## config.mk

```make
export PLATFORM = sky130hd
export DESIGN_NAME = ram_arbiter_flat
export DESIGN_NICKNAME = d
export VERILOG_FILES = /design/src/rtl/ram_arbiter_if.sv /design/src/rtl/ram_arbiter.sv /design/src/flat_wrapper.sv
export SDC_FILE = /design/constraint.sdc
export NUM_CORES = 1
export LEC_CHECK = 0
export CAP_MARGIN = 20
export CORE_ASPECT_RATIO = 0.9
export CORE_MARGIN = 4
export CORE_UTILIZATION = 25
export CTS_CLUSTER_SIZE = 14
export DETAILED_ROUTE_END_ITERATION = 6
export GPL_TIMING_DRIVEN = 1
export PLACE_DENSITY_LB_ADDON = 0.12
export SLEW_MARGIN = 10
export SYNTH_ARGS = -nofsm -noshare
export SYNTH_HDL_FRONTEND = slang
export SYNTH_SLANG_ARGS = --single-unit
export TNS_END_PERCENT = 1
```

## constraint.sdc

```tcl
create_clock -name clk -period 3 [get_ports clk]
set_input_delay 0.75 -clock clk [delete_from_list [all_inputs] [get_ports clk]]
set_output_delay 0.75 -clock clk [all_outputs]
set_load 0.05 [all_outputs]
```

## src/rtl/ram_arbiter_if.sv

```systemverilog
// rtl/ram_arbiter_if.sv - request, response and RAM-side signal bundle for ram_arbiter
// Purpose: groups the CPU port, the host (loader/debug) port, the lock handshake
//   and the single-port RAM interface used by ram_arbiter.
// Ports (seen from the arbiter, modport slave):
//   cpu_req/cpu_write/cpu_addr/cpu_din    in   CPU access request
//   cpu_gnt/cpu_rvalid/cpu_dout           out  CPU grant and read return
//   host_req/host_write/host_addr/host_din in  host access request
//   host_gnt/host_rvalid/host_dout        out  host grant and read return
//   host_lock in, lock_ack out            exclusive-ownership handshake
//   ram_write/ram_addr/ram_din out, ram_dout in   RAM port
// modport master is the mirror image (requesters plus the RAM model).
interface ram_arbiter_if #(
  parameter int W      = 8,
  parameter int W_DATA = 8
);
  logic              cpu_req;
  logic              cpu_write;
  logic [W-1:0]      cpu_addr;
  logic [W_DATA-1:0] cpu_din;
  logic              cpu_gnt;
  logic              cpu_rvalid;
  logic [W_DATA-1:0] cpu_dout;

  logic              host_req;
  logic              host_write;
  logic [W-1:0]      host_addr;
  logic [W_DATA-1:0] host_din;
  logic              host_gnt;
  logic              host_rvalid;
  logic [W_DATA-1:0] host_dout;

  logic              host_lock;
  logic              lock_ack;

  logic              ram_write;
  logic [W-1:0]      ram_addr;
  logic [W_DATA-1:0] ram_din;
  logic [W_DATA-1:0] ram_dout;

  modport slave (
    input  cpu_req, cpu_write, cpu_addr, cpu_din,
    output cpu_gnt, cpu_rvalid, cpu_dout,
    input  host_req, host_write, host_addr, host_din, host_lock,
    output host_gnt, host_rvalid, host_dout, lock_ack,
    output ram_write, ram_addr, ram_din,
    input  ram_dout
  );

  modport master (
    output cpu_req, cpu_write, cpu_addr, cpu_din,
    input  cpu_gnt, cpu_rvalid, cpu_dout,
    output host_req, host_write, host_addr, host_din, host_lock,
    input  host_gnt, host_rvalid, host_dout, lock_ack,
    input  ram_write, ram_addr, ram_din,
    output ram_dout
  );
endinterface

```

## src/rtl/ram_arbiter.sv

```systemverilog
// rtl/ram_arbiter.sv - two-requester single-port RAM arbiter with host lock
// Purpose: shares one RAM port between a CPU and a loader/debug host.
//   Round-robin between the two in RR; the host can take exclusive ownership
//   (LOCK_PEND -> LOCKED) once no CPU read is still in flight.
//   Read data returns LATENCY (1 or 2) cycles after the grant, tagged by owner.
// Ports:
//   clk  in   rising-edge clock
//   rst  in   asynchronous active-high reset
//   bus  ram_arbiter_if.slave: CPU/host request ports, lock handshake, RAM port
module ram_arbiter #(
  parameter int W       = 8,
  parameter int W_DATA  = 8,
  parameter int LATENCY = 1
) (
  input logic          clk,
  input logic          rst,
  ram_arbiter_if.slave bus
);
  typedef enum logic [1:0] {RR = 2'd0, LOCK_PEND = 2'd1, LOCKED = 2'd2} state_t;

  state_t            state;
  logic              prio_host;   // 1: host wins when both request
  logic              lock_ack_q;
  logic              cpu_gnt;
  logic              host_gnt;
  logic              rd_gnt;
  logic              cpu_pending;
  logic [W-1:0]      addr_mux;
  logic [W_DATA-1:0] din_mux;
  logic              write_mux;
  // Read-return pipeline: valid/owner per stage, owner 1 = host.
  logic              v0, h0, v1, h1;
  logic              tap_v, tap_h;

  // Any request in RR while host_lock is high already belongs to the host.
  always_comb begin
    cpu_gnt  = 1'b0;
    host_gnt = 1'b0;
    if (state == RR && !bus.host_lock) begin
      if (bus.cpu_req && (!bus.host_req || !prio_host))
        cpu_gnt = 1'b1;
      else
        host_gnt = bus.host_req;
    end else begin
      host_gnt = bus.host_req;
    end
  end

  always_comb begin
    addr_mux  = '0;
    din_mux   = '0;
    write_mux = 1'b0;
    if (cpu_gnt) begin
      addr_mux  = bus.cpu_addr;
      din_mux   = bus.cpu_din;
      write_mux = bus.cpu_write;
    end else if (host_gnt) begin
      addr_mux  = bus.host_addr;
      din_mux   = bus.host_din;
      write_mux = bus.host_write;
    end
  end

  assign rd_gnt        = (cpu_gnt | host_gnt) & ~write_mux;
  assign bus.cpu_gnt   = cpu_gnt;
  assign bus.host_gnt  = host_gnt;
  assign bus.ram_addr  = addr_mux;
  assign bus.ram_din   = din_mux;
  assign bus.ram_write = write_mux & ~rst;
  assign bus.lock_ack  = lock_ack_q;

  // A CPU read in the last stage returns this cycle, so only earlier stages
  // keep the lock pending; with LATENCY=1 there are none.
  assign cpu_pending = (LATENCY == 2) && v0 && !h0;

  always_ff @(posedge clk or posedge rst) begin
    if (rst) begin
      state      <= RR;
      prio_host  <= 1'b0;
      lock_ack_q <= 1'b0;
    end else begin
      case (state)
        RR: begin
          if (cpu_gnt)
            prio_host <= 1'b1;
          else if (host_gnt)
            prio_host <= 1'b0;
          lock_ack_q <= 1'b0;
          if (bus.host_lock)
            state <= LOCK_PEND;
        end
        LOCK_PEND: begin
          if (!bus.host_lock) begin
            state      <= RR;
            prio_host  <= 1'b0;
            lock_ack_q <= 1'b0;
          end else if (!cpu_pending) begin
            state      <= LOCKED;
            lock_ack_q <= 1'b1;
          end
        end
        LOCKED: begin
          if (!bus.host_lock) begin
            state      <= RR;
            prio_host  <= 1'b0;
            lock_ack_q <= 1'b0;
          end
        end
        default: begin
          state      <= RR;
          prio_host  <= 1'b0;
          lock_ack_q <= 1'b0;
        end
      endcase
    end
  end

  always_ff @(posedge clk or posedge rst) begin
    if (rst) begin
      v0 <= 1'b0;
      h0 <= 1'b0;
      v1 <= 1'b0;
      h1 <= 1'b0;
    end else begin
      v0 <= rd_gnt;
      h0 <= host_gnt;
      v1 <= v0;
      h1 <= h0;
    end
  end

  assign tap_v = (LATENCY == 2) ? v1 : v0;
  assign tap_h = (LATENCY == 2) ? h1 : h0;

  assign bus.cpu_rvalid  = tap_v & ~tap_h;
  assign bus.host_rvalid = tap_v & tap_h;
  assign bus.cpu_dout    = (tap_v & ~tap_h) ? bus.ram_dout : '0;
  assign bus.host_dout   = (tap_v & tap_h)  ? bus.ram_dout : '0;
endmodule

```

## src/flat_wrapper.sv

```systemverilog
// flat-port wrapper written by rule: the top's interface ports become plain ports
module ram_arbiter_flat 
#(
  parameter int W       = 8,
  parameter int W_DATA  = 8,
  parameter int LATENCY = 1
)
  (clk, rst, bus_cpu_req, bus_cpu_write, bus_cpu_addr, bus_cpu_din, bus_cpu_gnt, bus_cpu_rvalid, bus_cpu_dout, bus_host_req, bus_host_write, bus_host_addr, bus_host_din, bus_host_lock, bus_host_gnt, bus_host_rvalid, bus_host_dout, bus_lock_ack, bus_ram_write, bus_ram_addr, bus_ram_din, bus_ram_dout);
  ram_arbiter_if #(.W(W), .W_DATA(W_DATA)) bus_i ();
  input logic clk;
  input logic rst;
  input wire logic [$bits(bus_i.cpu_req)-1:0] bus_cpu_req;
  input wire logic [$bits(bus_i.cpu_write)-1:0] bus_cpu_write;
  input wire logic [$bits(bus_i.cpu_addr)-1:0] bus_cpu_addr;
  input wire logic [$bits(bus_i.cpu_din)-1:0] bus_cpu_din;
  output wire logic [$bits(bus_i.cpu_gnt)-1:0] bus_cpu_gnt;
  output wire logic [$bits(bus_i.cpu_rvalid)-1:0] bus_cpu_rvalid;
  output wire logic [$bits(bus_i.cpu_dout)-1:0] bus_cpu_dout;
  input wire logic [$bits(bus_i.host_req)-1:0] bus_host_req;
  input wire logic [$bits(bus_i.host_write)-1:0] bus_host_write;
  input wire logic [$bits(bus_i.host_addr)-1:0] bus_host_addr;
  input wire logic [$bits(bus_i.host_din)-1:0] bus_host_din;
  input wire logic [$bits(bus_i.host_lock)-1:0] bus_host_lock;
  output wire logic [$bits(bus_i.host_gnt)-1:0] bus_host_gnt;
  output wire logic [$bits(bus_i.host_rvalid)-1:0] bus_host_rvalid;
  output wire logic [$bits(bus_i.host_dout)-1:0] bus_host_dout;
  output wire logic [$bits(bus_i.lock_ack)-1:0] bus_lock_ack;
  output wire logic [$bits(bus_i.ram_write)-1:0] bus_ram_write;
  output wire logic [$bits(bus_i.ram_addr)-1:0] bus_ram_addr;
  output wire logic [$bits(bus_i.ram_din)-1:0] bus_ram_din;
  input wire logic [$bits(bus_i.ram_dout)-1:0] bus_ram_dout;
  assign bus_i.cpu_req = bus_cpu_req;
  assign bus_i.cpu_write = bus_cpu_write;
  assign bus_i.cpu_addr = bus_cpu_addr;
  assign bus_i.cpu_din = bus_cpu_din;
  assign bus_cpu_gnt = bus_i.cpu_gnt;
  assign bus_cpu_rvalid = bus_i.cpu_rvalid;
  assign bus_cpu_dout = bus_i.cpu_dout;
  assign bus_i.host_req = bus_host_req;
  assign bus_i.host_write = bus_host_write;
  assign bus_i.host_addr = bus_host_addr;
  assign bus_i.host_din = bus_host_din;
  assign bus_i.host_lock = bus_host_lock;
  assign bus_host_gnt = bus_i.host_gnt;
  assign bus_host_rvalid = bus_i.host_rvalid;
  assign bus_host_dout = bus_i.host_dout;
  assign bus_lock_ack = bus_i.lock_ack;
  assign bus_ram_write = bus_i.ram_write;
  assign bus_ram_addr = bus_i.ram_addr;
  assign bus_ram_din = bus_i.ram_din;
  assign bus_i.ram_dout = bus_ram_dout;
  ram_arbiter #(.W(W), .W_DATA(W_DATA), .LATENCY(LATENCY)) u_core (.clk(clk), .rst(rst), .bus(bus_i));
endmodule
```

==> out/metrics.yaml, run 1 <==
outcome: "completed"
vias_per_cell: 4.80
critPathCaptureType: "primary output"
finalHoldViolations: 0
hp-start: "u_core.bus.lock_ack$_DFFE_PP0P_"
powerDensity_nw_per_um2: 556
die_y_um: 56.1
drtPass1Iterations: 4
cts-root-buf: "clkbuf_4"
setup_viol: 0
holdPathStages: 2
slowest_stage: "clkdlybuf4s50_1"
slowest_delay_ns: 0.43
ant_nets: 0
start_util_pct: 26.2
reg2reg_setup_slack_ns: 1.45
p_seq_share_pct: 13.3
synth-seq-area-share_pct: 23.4
multi_input_area_um2: 424
drive_gt1_share_pct: 27.7
grt_pass1_vias: 897
ys_seq_elements: 6
final.min_clock_period_ns: 2.91
rows: 17
r2r-end: "u_core.tap_v$_DFF_PP0_"
crit_path_max_fanout: 9
syn_area_um2: 642
relSlewSlack_pct: 67.0
cts_resized: 0
cts_sinks: 6
crit_path_start_kind: "input port"
core_um2: 2450
grt_overflow: 0
numCtsBuffers: 3
grt_setup_unrepaired: "false"
synth-warning-count: 0
fin_nets: 212
antenna_found_initial: 0
critPathArrivalTime_ns: 2.16
r2r_cells: 6
hold_buffers: 0
grt_pass1_wl_mm: 4.01
fmax_mhz: 343
path_class: "in -> out"
hold_class: "reg -> reg"
grt_util_all_layers_pct: 15.0
routed_wl_mm: 2.64
fin_setup_tns_ns: 0
slew_violations: 0
required_ns: 2.25
place_area_um2: 1800
syn_inst: 71
clkSlewWorstSetupHoldPaths_ns: 0.05
die-area_um2: 3440
seq_area_um2: 150
worstSkewPairLatency_ns: 0.24
design_area_um2: 1820
hpwl_mm: 2.38
vias: 898
comb_power_share_pct: 79.6
cts_tree: "yes"
synthToLayoutAreaGrowth_pct: 184
die_w_um: 61.4
leakagePower_uw: 0.000833
cp.buffers_inverters: 3
period_share_pct: 97.1
antenna_cells: 0
power.share.clock_pct: 7.1
grt_max_degree: 20
clock_path_buffers: 2
p_sw_uw: 477
syn_area_per_cell_um2: 9.04
n_fill_cell: 166
gp_congestion: 0.759
hold_end: "u_core.bus.lock_ack$_DFFE_PP0P_"
internal_power_uw: 536
peakVddDrop_mv: 0.366
yosysUniqueCellTypes: 20
ctsHtreeMaxLevel: 1
cpLargestDelayFamily: "buffers and inverters"
io_pins: 85
routedWlPerCell_um: 14.1
switching_share_pct: 47.1
io_buffers: 84
max_cap_violations: 0
worstPathCellList: "clkdlybuf4s50_1 -> nand4bb_1 -> and2_1 -> buf_4 -> a32o_1 -> buf_12"
drc: 0
synth_nets: 122
cts_setup_buffers: 0
tightest_slew_ns: 0.493
r2r_start: "u_core.state[0]$_DFFE_PP0P_"
finClkSkew_ns: 0.0107
drt_iter0_markers: 20
area by class of cell:
cell class	count	share of cell area, %
clock buffer	3	1.23
inverter	7	1.44
multi-input combinational	54	23.3
sequential	6	8.23
tap	28	1.92
timing repair buffer	89	63.9
worst register-to-register path: stages (launching register included):
cell and delay (ns):
dfrtp_1 0.38, inv_1 0.12, ha_1 0.24, nand4bb_1 0.13, and2_1 0.20, buf_4 0.17
a22o_1 0.19
metrics by stage:
step,setup slack (ns),total power [µW],hold WS (ns),cells,util [%]
after floorplan,0.403,562,0.549,71,-
after global placement,0.146,932,0.528,184,73.7
after detailed placement,0.103,946,0.554,184,73.7
after CTS,0.0960,1020,0.567,187,74.6
after global routing,0.0449,1070,0.622,187,74.6
final,0.0872,1010,0.557,187,74.6
cells by family after synthesis:
| family | share of synthesized area, % |
|---|---|
| and+or+nand+nor | 24.2 |
| AOI/OAI and AO/OA | 31.0 |
| buffers and inverters | 10.5 |
| DFF | 23.4 |
| adders and majority gates | 7.80 |
| muxes | 3.12 |
how the worst max path moves through the flow:
| stage | from | endpoint | slack [ns] | cells past startpoint |
|---|---|---|---|---|
| 6_report | bus_host_lock | bus_ram_write | 0.09 | 6 |
| 3_5_place_dp | bus_host_lock | bus_ram_addr[5] | 0.10 | 6 |
| 4_1_cts | bus_host_lock | bus_ram_write | 0.1 | 6 |
| 3_3_place_gp | bus_host_lock | bus_ram_addr[3] | 0.15 | 6 |
| 2_1_floorplan | bus_host_lock | bus_ram_addr[0] | 0.40 | 4 |
| 5_1_grt | bus_host_lock | bus_ram_addr[5] | 0.04 | 6 |
power groups by stage:
stage / combinational, µW / sequential, µW / clock [µW]
3_3_place_gp: 799 / 133 / 0
5_1_grt: 843 / 140 / 82.2
4_1_cts: 812 / 134 / 76.4
3_5_place_dp: 810 / 136 / 0
2_1_floorplan: 417 / 145 / 0
6_report: 807 / 134 / 72.1
synthesized netlist by cell type:
library cell / n / area [µm²]
nand2_1: 2 / 7.51
dfrtp_1: 6 / 150
ha_1: 4 / 50.1
buf_8: 1 / 15.0
a32o_1: 1 / 10.0
a21oi_4: 1 / 16.3
mux2i_1: 2 / 20.0
nand4bb_1: 1 / 11.3
o22ai_1: 1 / 6.26
a22o_1: 17 / 149
and2_1: 10 / 62.6
nor2_1: 1 / 3.75
nand3b_1: 1 / 7.51
a22oi_1: 1 / 7.51
o21ai_0: 2 / 10.0
buf_6: 2 / 22.5
and3_1: 8 / 50.1
nor2b_1: 2 / 12.5
inv_1: 7 / 26.3
clkbuf_1: 1 / 3.75
layer usage:
metal | wire (µm) | global-route usage (%) | vias up
li1 | - | - | 440
met1 | 871 | 15.5 | 406
met2 | 1390 | 27.3 | 52
met3 | 377 | 6.50 | 0
met4 | 0 | 2.73 | 0
met5 | 0 | 0 | -
sequential cells by signal, summed over array words and instances (netlist names):
signal / cells
u_core.h0: 1
u_core.tap_v: 1
u_core.state: 2
u_core.prio_host: 1
u_core.bus.lock_ack: 1
placed cells by master, fill, tap and decap left out:
master,count
a22oi_1,1
nand4bb_1,1
nand2_1,2
clkdlybuf4s50_1,49
o21ai_0,2
a22o_1,17
a21oi_4,1
clkbuf_4,3
a32o_1,1
o22ai_1,1
buf_4,10
nand3b_1,1
nor2b_1,2
mux2i_1,2
inv_1,7
and2_1,10
and3_1,8
buf_12,30
dfrtp_1,6
nor2_1,1
ha_1,4
Power figures use the tool's default switching activity.
==> run 2, diff against run 1 <==
--- a/config.mk
+++ b/config.mk
@@ -5,7 +5,7 @@
 export SDC_FILE = /design/constraint.sdc
 export NUM_CORES = 1
 export LEC_CHECK = 0
-export CAP_MARGIN = 20
+export CAP_MARGIN = 25
 export CORE_ASPECT_RATIO = 0.9
 export CORE_MARGIN = 4
 export CORE_UTILIZATION = 25
==> results of run 2 <==
No change in the layout: final DEF, timing and power equal those of run 1.
